**src/rtl/pad_input_filter_if.sv**
```systemverilog
// rtl/pad_input_filter_if.sv - control and status bundle for the pad input filter
interface pad_input_filter_if #(
  parameter int CNT_W = 8
);
  logic             pad_in_i;
  logic             en_i;
  logic             inv_i;
  logic [CNT_W-1:0] filt_cnt_i;
  logic [1:0]       edge_sel_i;
  logic             level_o;
  logic             rise_o;
  logic             fall_o;
  logic             event_o;
  logic             busy_o;

  modport master (
    output pad_in_i, en_i, inv_i, filt_cnt_i, edge_sel_i,
    input  level_o, rise_o, fall_o, event_o, busy_o
  );

  modport slave (
    input  pad_in_i, en_i, inv_i, filt_cnt_i, edge_sel_i,
    output level_o, rise_o, fall_o, event_o, busy_o
  );
endinterface

```
**src/rtl/pad_input_filter.sv**
```systemverilog
// rtl/pad_input_filter.sv - synchronise, invert and debounce a raw pad level into a clean level with edge pulses
module pad_input_filter #(
  parameter int   SYNC_STAGES = 2,
  parameter int   CNT_W       = 8,
  parameter logic RESET_VAL   = 1'b0
) (
  input  logic              clk_i,
  input  logic              rst_ni,
  pad_input_filter_if.slave io
);

  typedef enum logic {IDLE, QUAL} state_t;

  localparam logic [CNT_W-1:0] CNT_ONE = {{(CNT_W-1){1'b0}}, 1'b1};
  localparam logic [CNT_W-1:0] CNT_MAX = {CNT_W{1'b1}};

  logic [SYNC_STAGES-1:0] sync_q;
  state_t                 state_q, state_d;
  logic [CNT_W-1:0]       cnt_q, cnt_d;
  logic                   level_q, level_d;
  logic                   rise_q, rise_d;
  logic                   fall_q, fall_d;

  logic                   s;
  logic [CNT_W-1:0]       neff;
  logic [CNT_W:0]         cnt_p1;
  logic [CNT_W-1:0]       cnt_sat;
  logic                   qualified;

  always_ff @(posedge clk_i or negedge rst_ni) begin
    if (!rst_ni) begin
      sync_q <= {SYNC_STAGES{RESET_VAL}};
    end else begin
      sync_q <= {sync_q[SYNC_STAGES-2:0], io.pad_in_i};
    end
  end

  assign s    = sync_q[SYNC_STAGES-1] ^ io.inv_i;
  assign neff = (io.filt_cnt_i == '0) ? CNT_ONE : io.filt_cnt_i;

  // Compare cnt+1 one bit wider so the check stays exact at the counter maximum.
  assign cnt_p1    = {1'b0, cnt_q} + {{CNT_W{1'b0}}, 1'b1};
  assign qualified = (cnt_p1 >= {1'b0, neff});
  assign cnt_sat   = (cnt_q == CNT_MAX) ? CNT_MAX : cnt_p1[CNT_W-1:0];

  always_comb begin
    state_d = state_q;
    cnt_d   = cnt_q;
    level_d = level_q;
    rise_d  = 1'b0;
    fall_d  = 1'b0;
    unique case (state_q)
      IDLE: begin
        if (io.en_i && (s != level_q)) begin
          if (neff == CNT_ONE) begin
            level_d = s;
            rise_d  = s;
            fall_d  = ~s;
          end else begin
            state_d = QUAL;
            cnt_d   = CNT_ONE;
          end
        end
      end
      QUAL: begin
        if (!io.en_i || (s == level_q)) begin
          state_d = IDLE;
          cnt_d   = '0;
        end else if (qualified) begin
          level_d = s;
          rise_d  = s;
          fall_d  = ~s;
          state_d = IDLE;
          cnt_d   = '0;
        end else begin
          cnt_d = cnt_sat;
        end
      end
      default: begin
        state_d = IDLE;
        cnt_d   = '0;
      end
    endcase
  end

  always_ff @(posedge clk_i or negedge rst_ni) begin
    if (!rst_ni) begin
      state_q <= IDLE;
      cnt_q   <= '0;
      level_q <= RESET_VAL;
      rise_q  <= 1'b0;
      fall_q  <= 1'b0;
    end else begin
      state_q <= state_d;
      cnt_q   <= cnt_d;
      level_q <= level_d;
      rise_q  <= rise_d;
      fall_q  <= fall_d;
    end
  end

  assign io.level_o = level_q;
  assign io.rise_o  = rise_q;
  assign io.fall_o  = fall_q;
  assign io.event_o = (rise_q & io.edge_sel_i[0]) | (fall_q & io.edge_sel_i[1]);
  assign io.busy_o  = (state_q == QUAL);

endmodule

```
**src/flat_wrapper.sv**
```systemverilog
// flat-port wrapper written by rule: the top's interface ports become plain ports
module pad_input_filter_flat 
#(
  parameter int   SYNC_STAGES = 2,
  parameter int   CNT_W       = 8,
  parameter logic RESET_VAL   = 1'b0
)
  (clk_i, rst_ni, io_pad_in_i, io_en_i, io_inv_i, io_filt_cnt_i, io_edge_sel_i, io_level_o, io_rise_o, io_fall_o, io_event_o, io_busy_o);
  pad_input_filter_if #(.CNT_W(CNT_W)) io_i ();
  input  logic clk_i;
  input  logic rst_ni;
  input wire logic [$bits(io_i.pad_in_i)-1:0] io_pad_in_i;
  input wire logic [$bits(io_i.en_i)-1:0] io_en_i;
  input wire logic [$bits(io_i.inv_i)-1:0] io_inv_i;
  input wire logic [$bits(io_i.filt_cnt_i)-1:0] io_filt_cnt_i;
  input wire logic [$bits(io_i.edge_sel_i)-1:0] io_edge_sel_i;
  output wire logic [$bits(io_i.level_o)-1:0] io_level_o;
  output wire logic [$bits(io_i.rise_o)-1:0] io_rise_o;
  output wire logic [$bits(io_i.fall_o)-1:0] io_fall_o;
  output wire logic [$bits(io_i.event_o)-1:0] io_event_o;
  output wire logic [$bits(io_i.busy_o)-1:0] io_busy_o;
  assign io_i.pad_in_i = io_pad_in_i;
  assign io_i.en_i = io_en_i;
  assign io_i.inv_i = io_inv_i;
  assign io_i.filt_cnt_i = io_filt_cnt_i;
  assign io_i.edge_sel_i = io_edge_sel_i;
  assign io_level_o = io_i.level_o;
  assign io_rise_o = io_i.rise_o;
  assign io_fall_o = io_i.fall_o;
  assign io_event_o = io_i.event_o;
  assign io_busy_o = io_i.busy_o;
  pad_input_filter #(.SYNC_STAGES(SYNC_STAGES), .CNT_W(CNT_W), .RESET_VAL(RESET_VAL)) u_core (.clk_i(clk_i), .rst_ni(rst_ni), .io(io_i));
endmodule
```
**config.mk**
```make
export PLATFORM = sky130hd
export DESIGN_NAME = pad_input_filter_flat
export DESIGN_NICKNAME = d
export VERILOG_FILES = /design/src/rtl/pad_input_filter_if.sv /design/src/rtl/pad_input_filter.sv /design/src/flat_wrapper.sv
export SDC_FILE = /design/constraint.sdc
export NUM_CORES = 1
export LEC_CHECK = 0
export CORE_MARGIN = 3
export CORE_UTILIZATION = 45
export DETAILED_ROUTE_END_ITERATION = 12
export PLACE_DENSITY_LB_ADDON = 0.25
export REMOVE_ABC_BUFFERS = 1
export SETUP_SLACK_MARGIN = 0.02
export SYNTH_ARGS = -nofsm -noshare
export SYNTH_HDL_FRONTEND = slang
export SYNTH_SLANG_ARGS = --single-unit
```
**constraint.sdc**
```tcl
create_clock -name clk_i -period 6.3 [get_ports clk_i]
set_clock_uncertainty 0.2 [all_clocks]
set_input_delay 1.26 -clock clk_i [delete_from_list [all_inputs] [get_ports clk_i]]
set_output_delay 1.26 -clock clk_i [all_outputs]
set_load 0.1 [all_outputs]
```
==> flow_summary.ini, run 1 <==
[run_status]
run_status = finished clean

[sta]
slew_headroom = 0.351
fmax_mhz = 225
timing_hold_violations_final = 0
finalSetupViolCount = 0
worst_slew_pin_slew_ps = 971
fin_crit_sh = 0.705
maxSlewViolCount = 0
setup-tns-final_ps = 0
rsz0062_at_grt = no
finalCriticalPeriod_ps = 4440
whs_ps = 161

[yosys]
post-synth-top-area-cell = dfrtp_1
avgSynthCellArea_um2 = 9.54
yosys_most_used_dff = dfrtp_1
synth-edff-count = 0
ys_types = 40
synth_top_area_frac = 0.347
syn_area_mm2 = 0.00101
yosys_register_bits = 14
syn_inst = 106
yosysSeqAreaShare = 0.347
yosysWarningCount = 0
ys_async_sr_fraction = 1.00
synth_area_leaders = dfrtp_1 35%, ha_1 11%, nand2_1 4.8%, inv_1 3.3%, nor2b_1 3.1%

[critical_path]
path_buf_inv = 2
cpMaxStageDelayCell = clkdlybuf4s50_1
endpoint_kind = output pin
rrSetupSlack_ps = 3160
worst-path-max-fanout = 1
required_ps = 4840
crit_start = io_edge_sel_i[0]
critical_path.most_common_cell = clkdlybuf4s50_1
ff2ff_path_depth = 11
cp_cell_sequence = clkdlybuf4s50_1 > a22o_1 > clkdlybuf4s50_1
critPathKind = input port to output pin
r2r-start = u_core.cnt_q[0]
worst_path_largest_cell_delay_ps = 1130
reg2reg_to = u_core.io.level_o
worst-endpoint-arrival_ps = 2980
cp_top_family = buffers and inverters
crit_path_start_kind = input port

[cts]
numCtsBuffers = 3
clock_sinks = 14
cts_buffer_depth = 2
cts_setup_buffers = 0
cts_tree = yes
h-tree-depth = 1
cts-resized-gates = 0
clk_pin_slew_worst_paths_ps = 80
cts_root_buf = clkbuf_4
clk_latency_ps = 280
hold_buffers = 0

[global_routing]
overflow = 0
grt_util_all_layers = 0.175
grt_max_degree = 15
antenna_found_initial = 0
grt_pass1_vias = 810
grt_pass1_wl_um = 3590

[cells_and_area]
regArea_um2 = 350
num-nets-final = 154
fill_cells = 202
area_growth_pct = 25.7
drive_gt1_frac = 0.116
antenna_cells_inserted = 0
multi_input_area_um2 = 627

[pwr]
irDropWorstVdd_mv = 0.207
share_comb_of_total_power = 0.515
p_sw_uw = 173
p_leak_nw = 0.589
internal_power_uw = 208
pwr-share-clk = 0.169
powerDensity_mw_per_mm2 = 300
p_seq_frac = 0.316
switching_share = 0.453

[floorplan]
die-area_mm2 = 0.00285
die_h_um = 53.4
core_mm2 = 0.00204
ios = 20
die_w_um = 53.4
num_rows = 16
start_util = 0.495

[placement]
gp_congestion = 0.822
hpwl_um = 1770
io_buffers = 19

[hold_path]
holdPathEnd = u_core.sync_q[1]
hold_class = register to register
holdCritStartpoint = u_core.sync_q[0]
holdPathStages = 0

[drt]
vias_per_cell = 5.32
finalWirelength_um = 2090
dr_total_vias = 830
drt-pass1-iter-count = 4
wire_per_inst_um = 13.4
ant_nets = 0
drtIter0Drc = 9
drc = 0

[flow_run]
cap_violations = 0
==> cell type report <==
class,instances,area share
inverter,9,0.0266
multi-input combinational,83,0.493
clock buffer,4,0.0285
sequential,14,0.276
tap,27,0.0266
timing repair buffer,19,0.150
==> kinds of logic (layout without fill, tap and decap cells) <==
family / after synthesis / after routing / share of synthesized area
AND/OR/NAND/NOR: 44 / 44 / 0.249
AO/OA/AOI/OAI: 21 / 21 / 0.163
flip-flops: 14 / 14 / 0.347
adder cells (fa/ha/maj): 9 / 9 / 0.111
buffers and inverters: 9 / 32 / 0.0334
XOR/XNOR: 5 / 5 / 0.0508
multiplexers: 4 / 4 / 0.0458
==> flip-flops by register name (all words and copies together), names as in the netlist <==
register / count
u_core.cnt_q: 8
u_core.io.busy_o: 1
u_core.io.fall_o: 1
u_core.io.level_o: 1
u_core.io.rise_o: 1
u_core.sync_q: 2
==> power groups by stage <==
stage	clock network (mW)	registers, mW	logic [mW]
6_report	0.0645	0.120	0.196
2_1_floorplan	0	0.165	0.102
4_1_cts	0.0669	0.120	0.198
3_3_place_gp	0	0.120	0.194
3_5_place_dp	0	0.122	0.197
5_1_grt	0.0710	0.123	0.218
==> worst max-delay path by stage <==
stage | end | slack, ps | cells past startpoint
floorplan | io_event_o | 2830 | 1
global route | io_event_o | 1820 | 3
CTS | io_event_o | 1860 | 3
finish | io_event_o | 1860 | 3
global placement | io_event_o | 1880 | 3
detailed placement | io_event_o | 1860 | 3
==> per-stage QoR <==
stage	power (mW)	instance area, um2	instances	utilization	setup WS, ps
floorplan	0.267	1010	106	-	2830
global placement	0.314	1230	152	0.605	1880
detailed placement	0.319	1230	152	0.605	1860
CTS	0.384	1270	156	0.623	1860
global route	0.413	1270	156	0.623	1820
finish	0.381	1270	156	0.623	1860
==> per-layer routing <==
metal | part of all wire | track usage | up-vias
met4 | 0 | 0.0426 | 0
met1 | 0.46 | 0.222 | 391
li1 | - | - | 424
met3 | 0.042 | 0.0620 | 0
met2 | 0.50 | 0.282 | 15
met5 | 0 | 0 | -
==> cell usage after synthesis (2+ instances only) <==
cell type and n:
nor2_1 3, a211oi_1 2, ha_1 9, o21ai_0 3
a32o_1 3, or2_2 2, inv_1 9, dfrtp_1 14
nor2b_1 5, and3_1 3, nor4_1 2, nand2_1 13
a21oi_1 3, nand3_1 4, mux2i_1 2, xnor2_1 3
nor3b_2 2, and2_1 2
==> placed cells by master (no fill, tap or decap), drive strengths merged, types with 2 or more instances in the layout <==
| master | count |
|---|---|
| a211oi | 2 |
| a21oi | 4 |
| a32o | 3 |
| and2 | 2 |
| and3 | 3 |
| clkbuf | 4 |
| clkdlybuf4s50 | 19 |
| dfrtp | 14 |
| ha | 9 |
| inv | 9 |
| mux2 | 2 |
| mux2i | 2 |
| nand2 | 13 |
| nand3 | 5 |
| nor2 | 3 |
| nor2b | 5 |
| nor3 | 2 |
| nor3b | 2 |
| nor4 | 2 |
| o21ai | 3 |
| or2 | 3 |
| xnor2 | 3 |
| xor2 | 2 |
Power figures use the tool's default switching activity.
==> run 2, diff against run 1 <==
- clock period: 6.3 -> 4.1 ns (I/O delays scaled with it)
==> run 2 against run 1 <==
Setup slack got worse by 1000 ps; count of clock-buffer cells in the layout fell by 1; flip-flop and latch count is the same; core utilization fell by 0.80 points; critical path type is now input port to register; largest cell class unchanged; largest power group unchanged.
==> flow_summary.ini, run 2 (synthesized netlist as in run 1, its figures left out) <==
[run_status]
run_status = finished clean

[placement]
dpl_worst_slack_ps = 558
placed_area_mm2 = 0.00123
hpwl_um = 1870
gp_congestion = 0.859
numPlacedInstances = 152
io_buffers = 19

[cts]
cts_root_buf = clkbuf_4
cts_tree = yes
clk_latency_ps = 280
clock_sinks = 14
hold_buffers = 0
h-tree-depth = 1
cts_setup_buffers = 0
clk_pin_slew_worst_paths_ps = 70
cts-resized-gates = 0
numCtsBuffers = 3
cts_buffer_depth = 2

[cells_and_area]
largest_register_ffs = 8
antenna_cells_inserted = 0
fill_cells = 181
final_cell_area_mm2 = 0.00125
final_cell_mix = 18 x clkdlybuf4s50_1, 14 x dfrtp_1, 13 x nand2_1
drive_gt1_frac = 0.117
top_regs = u_core.cnt_q: 8 flops, u_core.sync_q: 2 flops
regArea_um2 = 350
fin_util = 0.615
final_common_cell = clkdlybuf4s50_1
multi_input_area_um2 = 627
num-nets-final = 154
top_register = u_core.cnt_q
area_growth_pct = 24.1
layout.cells.non_filler = 155

[critical_path]
worst-endpoint-arrival_ps = 3240
endpoint_kind = register
rrSetupSlack_ps = 960
critPathKind = input port to register
required_ps = 4050
worst-path-max-fanout = 4
crit_path_start_kind = input port

[global_routing]
grt_max_degree = 15
grt_util_all_layers = 0.176
grt_pass1_wl_um = 3590
overflow = 0
grt_pass1_vias = 820
antenna_found_initial = 0

[drt]
wire_per_inst_um = 14.2
drc = 0
vias_per_cell = 5.41
dr_total_vias = 838
ant_nets = 0
finalWirelength_um = 2200
drtIter0Drc = 22
drt-pass1-iter-count = 4

[floorplan]
start_util = 0.495
die_h_um = 53.4
die_w_um = 53.4
die-area_mm2 = 0.00285
core_mm2 = 0.00204
ios = 20
num_rows = 16

[pwr]
irDropWorstVdd_mv = 0.318
powerDensity_mw_per_mm2 = 453
p_leak_nw = 0.584
fin_total_pwr_uw = 569

[sta]
whs_ps = 154
timing_hold_violations_final = 0
fin_crit_sh = 0.802
fmax_mhz = 304
maxSlewViolCount = 0
finalWorstSetupSlack_ps = 810
slew_headroom = 0.348
rsz0062_at_grt = no
setup-tns-final_ps = 0
finalSetupViolCount = 0
worst_slew_pin_slew_ps = 976
finalCriticalPeriod_ps = 3290

[hold_path]
hold_class = register to register

[flow_run]
cap_violations = 0
run 2: cell types whose count changed in the layout (fill, tap and decap cells not counted), sizes merged:
cell	change
buf	+1
clkbuf	-1
clkdlybuf4s50	-1
run 2: critical path: stages:
cell and delay, ps:
clkdlybuf4s50_1 420, nor4_1 330, nand4_1 240, nand2b_1 140, ha_1 230, nor2b_1 110, o21ai_0 180, a211oi_1 360
nor3b_2 90, mux2_1 320
run 2: path summary, 6_finish.rpt:
check                                  from                 to  cells after the start
hold reg to reg            u_core.sync_q[0]   u_core.sync_q[1]                      0
setup reg to reg            u_core.cnt_q[0]  u_core.io.level_o                     11
max in group asynchronous            rst_ni    u_core.cnt_q[2]                      1
min in group asynchronous            rst_ni    u_core.cnt_q[4]                      1
setup / recovery           io_filt_cnt_i[5]  u_core.io.level_o                     10
hold / removal             u_core.sync_q[0]   u_core.sync_q[1]                      0
run 2: area by class of cell:
| type | instances | share of cell area |
|---|---|---|
| multi-input cells | 83 | 0.500 |
| flip-flops and latches | 14 | 0.279 |
| repair buffers | 19 | 0.150 |
| inverters | 9 | 0.0269 |
| well taps | 27 | 0.0269 |
| clock buffers | 3 | 0.0179 |
run 2: power by group:
| group | internal [mW] | switching, mW | total, mW | leakage [nW] |
|---|---|---|---|---|
| combinational | 0.106 | 0.204 | 0.310 | 0.385 |
| clock | 0.0340 | 0.0400 | 0.0740 | 0.0138 |
| sequential | 0.160 | 0.0244 | 0.185 | 0.185 |
| total | 0.301 | 0.268 | 0.569 | 0.584 |
run 2: layer usage:
metal | global-route usage | routed length [um]
met5 | 0 | 0
met4 | 0.00426 | 0
met3 | 0.0704 | 113
met2 | 0.300 | 1160
met1 | 0.219 | 923
==> run 3, diff against run 2 <==
- clock period: 4.1 -> 3.4 ns (I/O delays scaled with it)
==> run 3 against run 2 <==
Combinational power up 18%; largest cell class unchanged; count of clock-buffer cells in the layout up 1; sequential power up 21%; critical endpoint unchanged; critical path type is now register to register.
==> flow_summary.ini, run 3 (synthesized netlist as in run 1, its figures left out) <==
[pwr]
p_seq_frac = 0.313
internal_power_uw = 383
share_comb_of_total_power = 0.515
fin_total_pwr_uw = 713
switching_share = 0.462
irDropWorstVdd_mv = 0.301
p_leak_nw = 0.602
p_sw_uw = 330
powerDensity_mw_per_mm2 = 563
pwr-share-clk = 0.172

[placement]
io_buffers = 19
gp_congestion = 0.848
hpwl_um = 1790

[critical_path]
worst-path-max-fanout = 5
reg2reg_to = u_core.io.level_o
crit_path_end = u_core.io.level_o
critPathKind = register to register
crit_start = u_core.cnt_q[0]
required_ps = 3370
r2r-start = u_core.cnt_q[0]
rrSetupSlack_ps = 220
ff2ff_path_depth = 11
endpoint_kind = register
crit_path_start_kind = register
worst-endpoint-arrival_ps = 3150

[global_routing]
grt_max_degree = 15
grt_pass1_wl_um = 3550
antenna_found_initial = 0
overflow = 0
grt_util_all_layers = 0.176
grt_pass1_vias = 824

[sta]
rsz0062_at_grt = no
slew_headroom = 0.564
finalCriticalPeriod_ps = 3180
finalSetupViolCount = 0
fin_crit_sh = 0.935
worst_slew_pin_slew_ps = 651
timing_hold_violations_final = 0
setup-tns-final_ps = 0
fmax_mhz = 315
maxSlewViolCount = 0

[cells_and_area]
regArea_um2 = 350
top_regs = u_core.cnt_q: 8 flops, u_core.sync_q: 2 flops
top_register = u_core.cnt_q
multi_input_area_um2 = 627
antenna_cells_inserted = 0
fin_util = 0.620
fill_cells = 191
area_growth_pct = 25.2
largest_register_ffs = 8
final_cell_mix = 14 x clkdlybuf4s50_1, 14 x dfrtp_1, 13 x nand2_1
drive_gt1_frac = 0.162
num-nets-final = 155

[floorplan]
die_h_um = 53.4
ios = 20
die_w_um = 53.4
start_util = 0.495
die-area_mm2 = 0.00285
core_mm2 = 0.00204
num_rows = 16

[cts]
clk_latency_ps = 280
cts_tree = yes
clk_pin_slew_worst_paths_ps = 90
cts_root_buf = clkbuf_4
hold_buffers = 0
cts-resized-gates = 0
numCtsBuffers = 3
clock_sinks = 14
h-tree-depth = 1
cts_buffer_depth = 2
cts_setup_buffers = 0

[drt]
wire_per_inst_um = 14.0
ant_nets = 0
drtIter0Drc = 7
finalWirelength_um = 2200
dr_total_vias = 874
drc = 0
vias_per_cell = 5.57
drt-pass1-iter-count = 4

[flow_run]
cap_violations = 0

[hold_path]
hold_class = register to register
holdCritStartpoint = u_core.sync_q[0]

[run_status]
run_status = finished clean
-- run 3: metrics by stage --
step / setup slack, ps / instance area [um2] / cells / hold slack (ps)
6_report: 221 / 1270 / 157 / 162
5_1_grt: 41.4 / 1270 / 157 / 179
4_1_cts: 256 / 1270 / 157 / 159
3_5_place_dp: 106 / 1230 / 153 / 137
3_3_place_gp: 202 / 1230 / 153 / 134
2_1_floorplan: 561 / 1010 / 106 / 131
-- run 3: metal layers --
metal / global-route usage / part of all wire / vias to the layer above / wire length, um
met3: 0.0507 / 0.036 / 2 / 80
met2: 0.308 / 0.52 / 15 / 1150
met4: 0.0383 / 0.0073 / 0 / 16
li1: - / - / 428 / -
met5: 0 / 0 / - / 0
met1: 0.211 / 0.44 / 429 / 962
-- run 3: worst max-delay path: stages (launching register included) --
cell,delay [ps]
dfrtp_1,440
ha_1,270
and3_1,200
and3_1,200
nor2b_1,130
or2_2,280
ha_1,220
a211oi_1,190
nand3_1,180
a211oi_1,330
nor3b_2,90
mux2_1,330
-- run 3: worst min path at each step --
stage / endpoint / slack (ps) / cells after the start
after floorplan: u_core.sync_q[1] / 130 / 0
after global placement: u_core.sync_q[1] / 130 / 0
after detailed placement: u_core.sync_q[1] / 140 / 0
after CTS: u_core.sync_q[1] / 160 / 0
after global routing: u_core.sync_q[1] / 180 / 0
final: u_core.sync_q[1] / 160 / 0
-- run 3: area by class of cell --
type,count,area share
multi-input cells,83,0.495
flip-flops and latches,14,0.277
repair buffers,20,0.146
clock buffers,4,0.0287
inverters,9,0.0267
well taps,27,0.0267
-- run 3: power groups by stage --
stage / combinational [mW] / clock, mW / sequential (mW)
after global placement: 0.355 / 0 / 0.224
final: 0.367 / 0.123 / 0.223
after CTS: 0.368 / 0.126 / 0.223
after detailed placement: 0.366 / 0 / 0.226
after global routing: 0.398 / 0.131 / 0.228
after floorplan: 0.188 / 0 / 0.306
